===== config.mk =====
export PLATFORM = sky130hd
export DESIGN_NAME = pdm_cic_decimator
export DESIGN_NICKNAME = d
export VERILOG_FILES = /design/src/rtl/pdm_pkg.sv /design/src/rtl/pdm_cic_channel.sv /design/src/rtl/pdm_cic_decimator.sv
export SDC_FILE = /design/constraint.sdc
export NUM_CORES = 1
export LEC_CHECK = 0
export CAP_MARGIN = 30
export CORE_MARGIN = 2
export CORE_UTILIZATION = 43
export CTS_CLUSTER_SIZE = 25
export DETAILED_ROUTE_END_ITERATION = 8
export PLACE_DENSITY_LB_ADDON = 0.05
export SETUP_SLACK_MARGIN = 0.3
export SLEW_MARGIN = 20
export SYNTH_ARGS = -nofsm -noshare
export SYNTH_HDL_FRONTEND = slang
export SYNTH_SLANG_ARGS = --single-unit

===== constraint.sdc =====
create_clock -name pdm_clk -period 30.8 [get_ports pdm_clk]
set_input_delay 6.16 -clock pdm_clk [delete_from_list [all_inputs] [get_ports pdm_clk]]
set_output_delay 6.16 -clock pdm_clk [all_outputs]
set_load 0.02 [all_outputs]

===== src/rtl/pdm_pkg.sv =====
// Shared sizing helpers for the PDM CIC decimator: accumulator width,
// CIC DC gain, signed saturation limits and per-channel bus slicing.
package pdm_pkg;

   function automatic int unsigned acc_width(input int unsigned order, input int unsigned decim);
      return order * $clog2(decim) + 1;
   endfunction

   // DECIM^CIC_ORDER, the response of the filter to a constant unit input
   function automatic longint cic_gain(input int unsigned order, input int unsigned decim);
      longint g;
      g = 1;
      for (int i = 0; i < int'(order); i++) g = g * longint'(decim);
      return g;
   endfunction

   function automatic longint sat_max(input int unsigned w);
      return (longint'(1) <<< (w - 1)) - 1;
   endfunction

   function automatic longint sat_min(input int unsigned w);
      return -(longint'(1) <<< (w - 1));
   endfunction

   function automatic int unsigned ch_lsb(input int unsigned k, input int unsigned w);
      return k * w;
   endfunction

endpackage


===== src/rtl/pdm_cic_channel.sv =====
// One PDM channel: input synchroniser, CIC integrators and combs, output
// scaling with saturation, optional DC removal and a magnitude noise gate.
module pdm_cic_channel
   import pdm_pkg::*;
#(
   parameter int unsigned CIC_ORDER = 3,
   parameter int unsigned DECIM     = 64,
   parameter int unsigned OUT_W     = 16,
   parameter int unsigned DC_ALPHA  = 10
) (
   input  logic                    pdm_clk,
   input  logic                    rst,
   input  logic                    pdm,
   input  logic                    strobe,
   input  logic                    accept,
   input  logic                    dc_en,
   input  logic [OUT_W-2:0]        gate_th,
   output logic signed [OUT_W-1:0] sample_c
);

   localparam int unsigned ACC_W = acc_width(CIC_ORDER, DECIM);
   localparam int          SHIFT = int'(ACC_W) - int'(OUT_W);
   localparam int unsigned SHR   = (SHIFT >= 0) ? SHIFT : 0;
   localparam int unsigned SHL   = (SHIFT < 0) ? -SHIFT : 0;
   localparam int unsigned SW    = (ACC_W > OUT_W) ? ACC_W + 1 : OUT_W + 1;
   localparam int unsigned DW    = OUT_W + DC_ALPHA;

   localparam logic [ACC_W:0]          GAIN = (ACC_W+1)'(cic_gain(CIC_ORDER, DECIM));
   localparam logic signed [SW-1:0]    SMAX = SW'(sat_max(OUT_W));
   localparam logic signed [SW-1:0]    SMIN = SW'(sat_min(OUT_W));
   localparam logic signed [OUT_W:0]   YMAX = (OUT_W+1)'(sat_max(OUT_W));
   localparam logic signed [OUT_W:0]   YMIN = (OUT_W+1)'(sat_min(OUT_W));

   logic [1:0]               sync;
   logic [ACC_W-1:0]         integ [CIC_ORDER];
   logic [ACC_W-1:0]         dly   [CIC_ORDER];
   logic [ACC_W-1:0]         stage_in_c [CIC_ORDER];
   logic [ACC_W-1:0]         comb_c;
   logic [ACC_W-1:0]         comb_out;
   logic signed [DW-1:0]     dc_est;

   logic signed [ACC_W:0]    bip_c;
   logic signed [SW-1:0]     wide_c;
   logic signed [SW-1:0]     scaled_c;
   logic signed [OUT_W-1:0]  x_c;
   logic signed [OUT_W-1:0]  dc_c;
   logic signed [OUT_W:0]    diff_c;
   logic signed [DW-1:0]     dc_next_c;
   logic signed [OUT_W-1:0]  y_c;
   logic signed [OUT_W:0]    ye_c;
   logic [OUT_W:0]           mag_c;

   // Comb cascade evaluated on the last integrator, differential delay 1
   always_comb begin
      logic [ACC_W-1:0] acc;
      acc = integ[CIC_ORDER-1];
      for (int k = 0; k < int'(CIC_ORDER); k++) begin
         stage_in_c[k] = acc;
         acc = acc - dly[k];
      end
      comb_c = acc;
   end

   // Integrators accumulate the 0/1 bit; the +1/-1 value is restored below as
   // 2*count - DECIM^ORDER, which keeps +full-scale distinct from -full-scale
   always_ff @(posedge pdm_clk or posedge rst) begin
      if (rst) begin
         sync     <= '0;
         comb_out <= '0;
         dc_est   <= '0;
         for (int k = 0; k < int'(CIC_ORDER); k++) begin
            integ[k] <= '0;
            dly[k]   <= '0;
         end
      end else begin
         sync     <= {sync[0], pdm};
         integ[0] <= integ[0] + ACC_W'(sync[1]);
         for (int k = 1; k < int'(CIC_ORDER); k++) integ[k] <= integ[k] + integ[k-1];
         if (strobe) begin
            for (int k = 0; k < int'(CIC_ORDER); k++) dly[k] <= stage_in_c[k];
            comb_out <= comb_c;
         end
         if (accept && dc_en) dc_est <= dc_next_c;
      end
   end

   always_comb begin
      bip_c    = $signed({comb_out, 1'b0} - GAIN);
      wide_c   = SW'(bip_c);
      scaled_c = (wide_c >>> SHR) <<< SHL;
      if (scaled_c > SMAX)      x_c = OUT_W'(SMAX);
      else if (scaled_c < SMIN) x_c = OUT_W'(SMIN);
      else                      x_c = OUT_W'(scaled_c);

      dc_c      = dc_est[DW-1:DC_ALPHA];
      diff_c    = (OUT_W+1)'(x_c) - (OUT_W+1)'(dc_c);
      dc_next_c = dc_est + DW'(diff_c);
      if (!dc_en)             y_c = x_c;
      else if (diff_c > YMAX) y_c = OUT_W'(YMAX);
      else if (diff_c < YMIN) y_c = OUT_W'(YMIN);
      else                    y_c = OUT_W'(diff_c);

      ye_c     = (OUT_W+1)'(y_c);
      mag_c    = ye_c[OUT_W] ? -ye_c : ye_c;
      sample_c = (mag_c < (OUT_W+1)'(gate_th)) ? '0 : y_c;
   end

endmodule


===== src/rtl/pdm_cic_decimator.sv =====
// Multi-channel PDM to PCM decimator: shared window counter, warm-up discard
// and a single-entry valid/ready output register with sticky overrun.
module pdm_cic_decimator
   import pdm_pkg::*;
#(
   parameter int unsigned NUM_CH    = 2,
   parameter int unsigned CIC_ORDER = 3,
   parameter int unsigned DECIM     = 64,
   parameter int unsigned OUT_W     = 16,
   parameter int unsigned DC_ALPHA  = 10
) (
   input  logic                      pdm_clk,
   input  logic                      rst,
   input  logic [NUM_CH-1:0]         pdm_in,
   input  logic                      dc_en,
   input  logic [OUT_W-2:0]          gate_th,
   input  logic                      clr_ovr,
   output logic [NUM_CH*OUT_W-1:0]   pcm_data,
   output logic                      pcm_valid,
   input  logic                      pcm_ready,
   output logic                      overrun
);

   localparam int unsigned CNT_W = $clog2(DECIM);
   localparam int unsigned WU_W  = $clog2(CIC_ORDER + 1);

   logic [CNT_W-1:0]          cnt;
   logic                      load;
   logic [WU_W-1:0]           warm;
   logic                      strobe_c;
   logic                      new_c;
   logic                      take_c;
   logic                      drop_c;
   logic [NUM_CH*OUT_W-1:0]   samples_c;

   assign strobe_c = (cnt == CNT_W'(DECIM - 1));
   assign new_c    = load && (warm == WU_W'(CIC_ORDER));
   assign take_c   = new_c && (!pcm_valid || pcm_ready);
   assign drop_c   = new_c && pcm_valid && !pcm_ready;

   for (genvar k = 0; k < int'(NUM_CH); k++) begin : g_ch
      pdm_cic_channel #(
         .CIC_ORDER (CIC_ORDER),
         .DECIM     (DECIM),
         .OUT_W     (OUT_W),
         .DC_ALPHA  (DC_ALPHA)
      ) u_ch (
         .pdm_clk  (pdm_clk),
         .rst      (rst),
         .pdm      (pdm_in[k]),
         .strobe   (strobe_c),
         .accept   (new_c),
         .dc_en    (dc_en),
         .gate_th  (gate_th),
         .sample_c (samples_c[ch_lsb(k, OUT_W) +: OUT_W])
      );
   end

   // Window timing, warm-up discard and output handshake
   always_ff @(posedge pdm_clk or posedge rst) begin
      if (rst) begin
         cnt       <= '0;
         load      <= 1'b0;
         warm      <= '0;
         pcm_data  <= '0;
         pcm_valid <= 1'b0;
         overrun   <= 1'b0;
      end else begin
         cnt  <= strobe_c ? '0 : cnt + CNT_W'(1);
         load <= strobe_c;
         if (load && (warm != WU_W'(CIC_ORDER))) warm <= warm + WU_W'(1);
         if (take_c) begin
            pcm_data  <= samples_c;
            pcm_valid <= 1'b1;
         end else if (pcm_valid && pcm_ready) begin
            pcm_valid <= 1'b0;
         end
         if (drop_c)       overrun <= 1'b1;
         else if (clr_ovr) overrun <= 1'b0;
      end
   end

endmodule


==> metrics.sh <==
OVERALL_VIA_COUNT_FROM_DETAIL_ROUTE=20500
SYNTH-EDFF-COUNT=0
IRDROPWORSTVDD_mV=0.0534
DIE_H_UM=251
HTREE_NUM_LEVELS=2
GRT_REMAINING_OVERFLOW=0
GRT_ANTENNA_BEFORE_REPAIR=0
ROOT_BUFFER='clkbuf_16'
FIRST_PASS_ITERS=5
WORSTPATHARRIVAL_NS=12.41
LAYOUT.CORE_UTILIZATION_PCT=48.5
FFS_W_ASYNC_S_R_SYNTH_PCT=100
P_LEAK_nW=13.4
POSTROUTEWIRELENGTH_UM=58600
TRITONCTS.NUM_BUFFERS=46
ROW_COUNT=90
WORST_SETUP_PATH_END_KIND='register'
DESIGN.DIE.AREA_SQ_MM=0.0628
MAX-CAP-VIOLATIONS=0
SYNTH.CELL_AREA_SQ_MM=0.0262
WORST_HOLD_PATH_TYPE='reg2reg'
CRITICALPATHCATEGORY='in2reg'
GRT_FIRST_PASS_WIRELENGTH_UM=99100
SYN-NUM-NETS=3350
SYNTH-MAIN-FF-CELL='dfrtp_1'
WHS_NS=0.343
FINAL_MAX_SLEW_VIOL_COUNT=0
TNS_NS=0
CTS.SINK_COUNT=361
SETUP_VIOL_COUNT_FINAL=0
YS_WARN_COUNT=0
MAXSLEWHEADROOM_PCT=39.2
NUMPORTBUFFERS=55
LAYOUT-DRIVE-GT1-SHARE_PCT=4.87
POST-SYNTH-TOP-AREA-CELL='dfrtp_1'
TRITONCTS='built'
TOP_CELLS_BY_AREA_IN_THE_SYNTHESIZED_NETLIST='dfrtp_1 (35%), ha_1 (14%), o21ai_0 (6.3%)'
STDCELL_AREA_SQ_MM=0.0292
RSZ0062_AT_GRT='false'
CORE_REGION_AREA_SQ_MM=0.0602
POST-PLACE-CELLS=3795
SYN_AREA_PER_CELL_SQ_UM=8.68
FMAX_MHz=83.5
FLOORPLAN.IO_PINS=56
GRT_MAX_DEGREE=142
FINAL_ANTENNA_VIOLATING_NET_COUNT=0
CLOCK_PATH_BUFFERS=3
OUTCOME='finished, final reports clean'
FINALWORSTPATHREQUIREDPERIOD_NS=11.98
DRT_FIRST_ITER_VIOLATIONS=1043
PATH_CLK_SLEW_NS=0.06
HOLD_VIOL=0
AREA_GROWTH_SYN_TO_LAYOUT_PCT=11.7
POST_LAYOUT_WORST_SETUP_MARGIN_NS=18.82
WORST_SLEW_PIN_SLEW_NS=0.905
SYN-INSTANCE-COUNT=3014
POST_CTS_REPAIR_TIMING_SETUP_BUFFER_COUNT=0
FINALNONFILLERCELLS=3882
N_FILL_CELL=5730
GR-USAGE-ALL-LAYERS_PCT=18.9
CLK-INSERTION-DELAY-LATE_NS=0.58
SYNTH-SEQ-CELLS=361
POST_SYNTH_TOP_AREA_SHARE_PCT=34.5
PLACED_AREA_SQ_MM=0.0276
GP_WEIGHTED_CONGESTION=0.867
PLACE_WS_NS=18.28
PATH_MAX_FANOUT=47
VIAS_PER_CELL=5.27
CLOCK_SKEW_NS=0.0161
CRIT_PATH_START_KIND='primary input'
FP.DIEW_UM=251
MULTI_INPUT_COMB_AREA_SQ_MM=0.0158
TOTAL_POWER_mW=2.82
ANTENNADIODECOUNT=0
FLOORPLAN.INITIALDENSITY_PCT=43.4
FIRST_GLOBAL_VIAS=20100
SEQUENTIAL_CELL_AREA_FRACTION_IN_THE_YOSYS_REPORT_PCT=34.5
HPWL_UM=44500
RR_WORST_DEPTH=28
SEQ_AREA_SQ_MM=0.00903
POWER_PER_CELL_AREA_mW_PER_MM2=96.5
CTS_RESIZED=0
NNETSFINAL=3400
COUNT_OF_CELL_TYPES_IN_THE_NETLIST=85
FINALCRITPERIODSHARE_PCT=38.9
DRT-WIRELENGTH-PER-CELL_UM=15.1
DRCVIOLATIONCOUNT=0
CELL_DEPTH_OF_THE_WORST_MIN_DELAY_PATH=0
WORST_ENDPOINT_REQUIRED_TIME_NS=31.23
POSTCTSHOLDBUFS=0
Yosys cell counts (all sizes together), types with 10 or more instances:
cell type and n:
dfrtp 361, o41ai 13, o21a 43, o21bai 24, a211oi 26, or2 11, nand2b 30, nand2 334
nand4 20, and2 10, inv 282, buf 10, a31oi 18, clkbuf 58, o21ai 334, nor2b 42
a21o 59, mux2 16, a21boi 19, or3 12, xnor2 182, fa 12, o31a 13, nor3 51
xor2 97, a221oi 13, nor2 229, and3 27, ha 302, a21oi 187, o31ai 18, nand3 60
layout by cell type, fill, tap and decap left out, types with 13 or more instances in the layout:
master,Yosys,routed
a21boi_0,19,19
a21o_1,59,59
clkdlybuf4s50_1,0,55
ha_1,302,302
xor2_1,97,97
nor2_1,219,219
inv_1,281,280
o41ai_1,13,13
and3_1,27,27
dfrtp_1,361,361
clkbuf_16,0,46
o31ai_1,16,16
nand4_1,20,20
nand2b_1,30,30
o21a_1,43,43
a211oi_1,25,25
nand3_1,59,57
nor3_1,50,50
a31oi_1,17,17
o21bai_1,24,24
nand2_1,334,334
xnor2_1,182,182
nor2b_1,42,42
o21ai_0,328,328
mux2_2,16,16
a21oi_1,187,187
layer usage:
metal / GRT usage [%] / up-vias / part of all wire, %
li1: - / 10600 / -
met1: 25.8 / 9520 / 50
met2: 31.5 / 282 / 45
met3: 2.62 / 81 / 3.4
met4: 4.48 / 0 / 2.0
met5: 0 / - / 0
cell type report:
| type | instances | area share [%] |
|---|---|---|
| clock buffer | 63 | 4.43 |
| sequential | 361 | 30.9 |
| tap | 782 | 3.35 |
| multi-input combinational | 2302 | 54.1 |
| inverter | 283 | 3.68 |
| timing repair buffer | 70 | 2.44 |
| clock inverter | 21 | 1.05 |
worst max-delay path: stages:
cell	delay [ns]
clkdlybuf4s50_1	0.46
buf_4	0.42
inv_1	0.49
or4_1	0.59
o31a_1	0.25
o41a_1	0.27
a21boi_0	0.22
o31ai_2	0.19
ha_1	0.25
inv_1	0.04
nor3b_1	0.46
nand3_1	0.21
o21ai_0	0.24
xnor2_1	0.15
ha_1	0.26
and3_1	0.21
a211oi_1	0.23
o21ai_0	0.12
a211o_1	0.30
a41oi_1	0.29
o31a_4	0.44
nor3_1	0.11
power by group:
group          internal [mW]  switching, mW
clock network          0.353          0.214
registers              0.528         0.0437
logic                  0.772          0.908
total                   1.65           1.17
cells by family after synthesis:
| logic type | share of synthesized area, % |
|---|---|
| compound gates | 19.7 |
| mux | 0.804 |
| fa+ha+maj | 15.4 |
| buf+inv | 5.11 |
| xor+xnor | 9.43 |
| simple gates | 15.0 |
| flops | 34.5 |
registers in the layout (all words and copies together) (netlist names):
name and flops:
warm 2, pcm_data 32, g_ch.u_ch.sync 4, cnt 6, pcm_valid 1, g_ch.u_ch.comb_out 34, g_ch.u_ch.integ 114, g_ch.u_ch.dc_est 52
g_ch.u_ch.dly 114, load 1, overrun 1
worst paths after layout:
path,startpoint,end,slack [ns]
setup / recovery,dc_en,pcm_data[12]$_DFFE_PP0P_,18.82
hold / removal,g_ch[1].u_ch.sync[0]$_DFF_PP0_,g_ch[1].u_ch.sync[1]$_DFF_PP0_,0.34
setup reg to reg,g_ch[1].u_ch.comb_out[3]$_DFFE_PP0P_,pcm_data[19]$_DFFE_PP0P_,22.46
hold reg to reg,g_ch[1].u_ch.sync[0]$_DFF_PP0_,g_ch[1].u_ch.sync[1]$_DFF_PP0_,0.34
max in group asynchronous,rst,g_ch[1].u_ch.dc_est[11]$_DFFE_PP0P_,22.78
min in group asynchronous,rst,g_ch[1].u_ch.integ[54]$_DFF_PP0_,6.18
No activity file was read; power rests on OpenSTA's default activity.
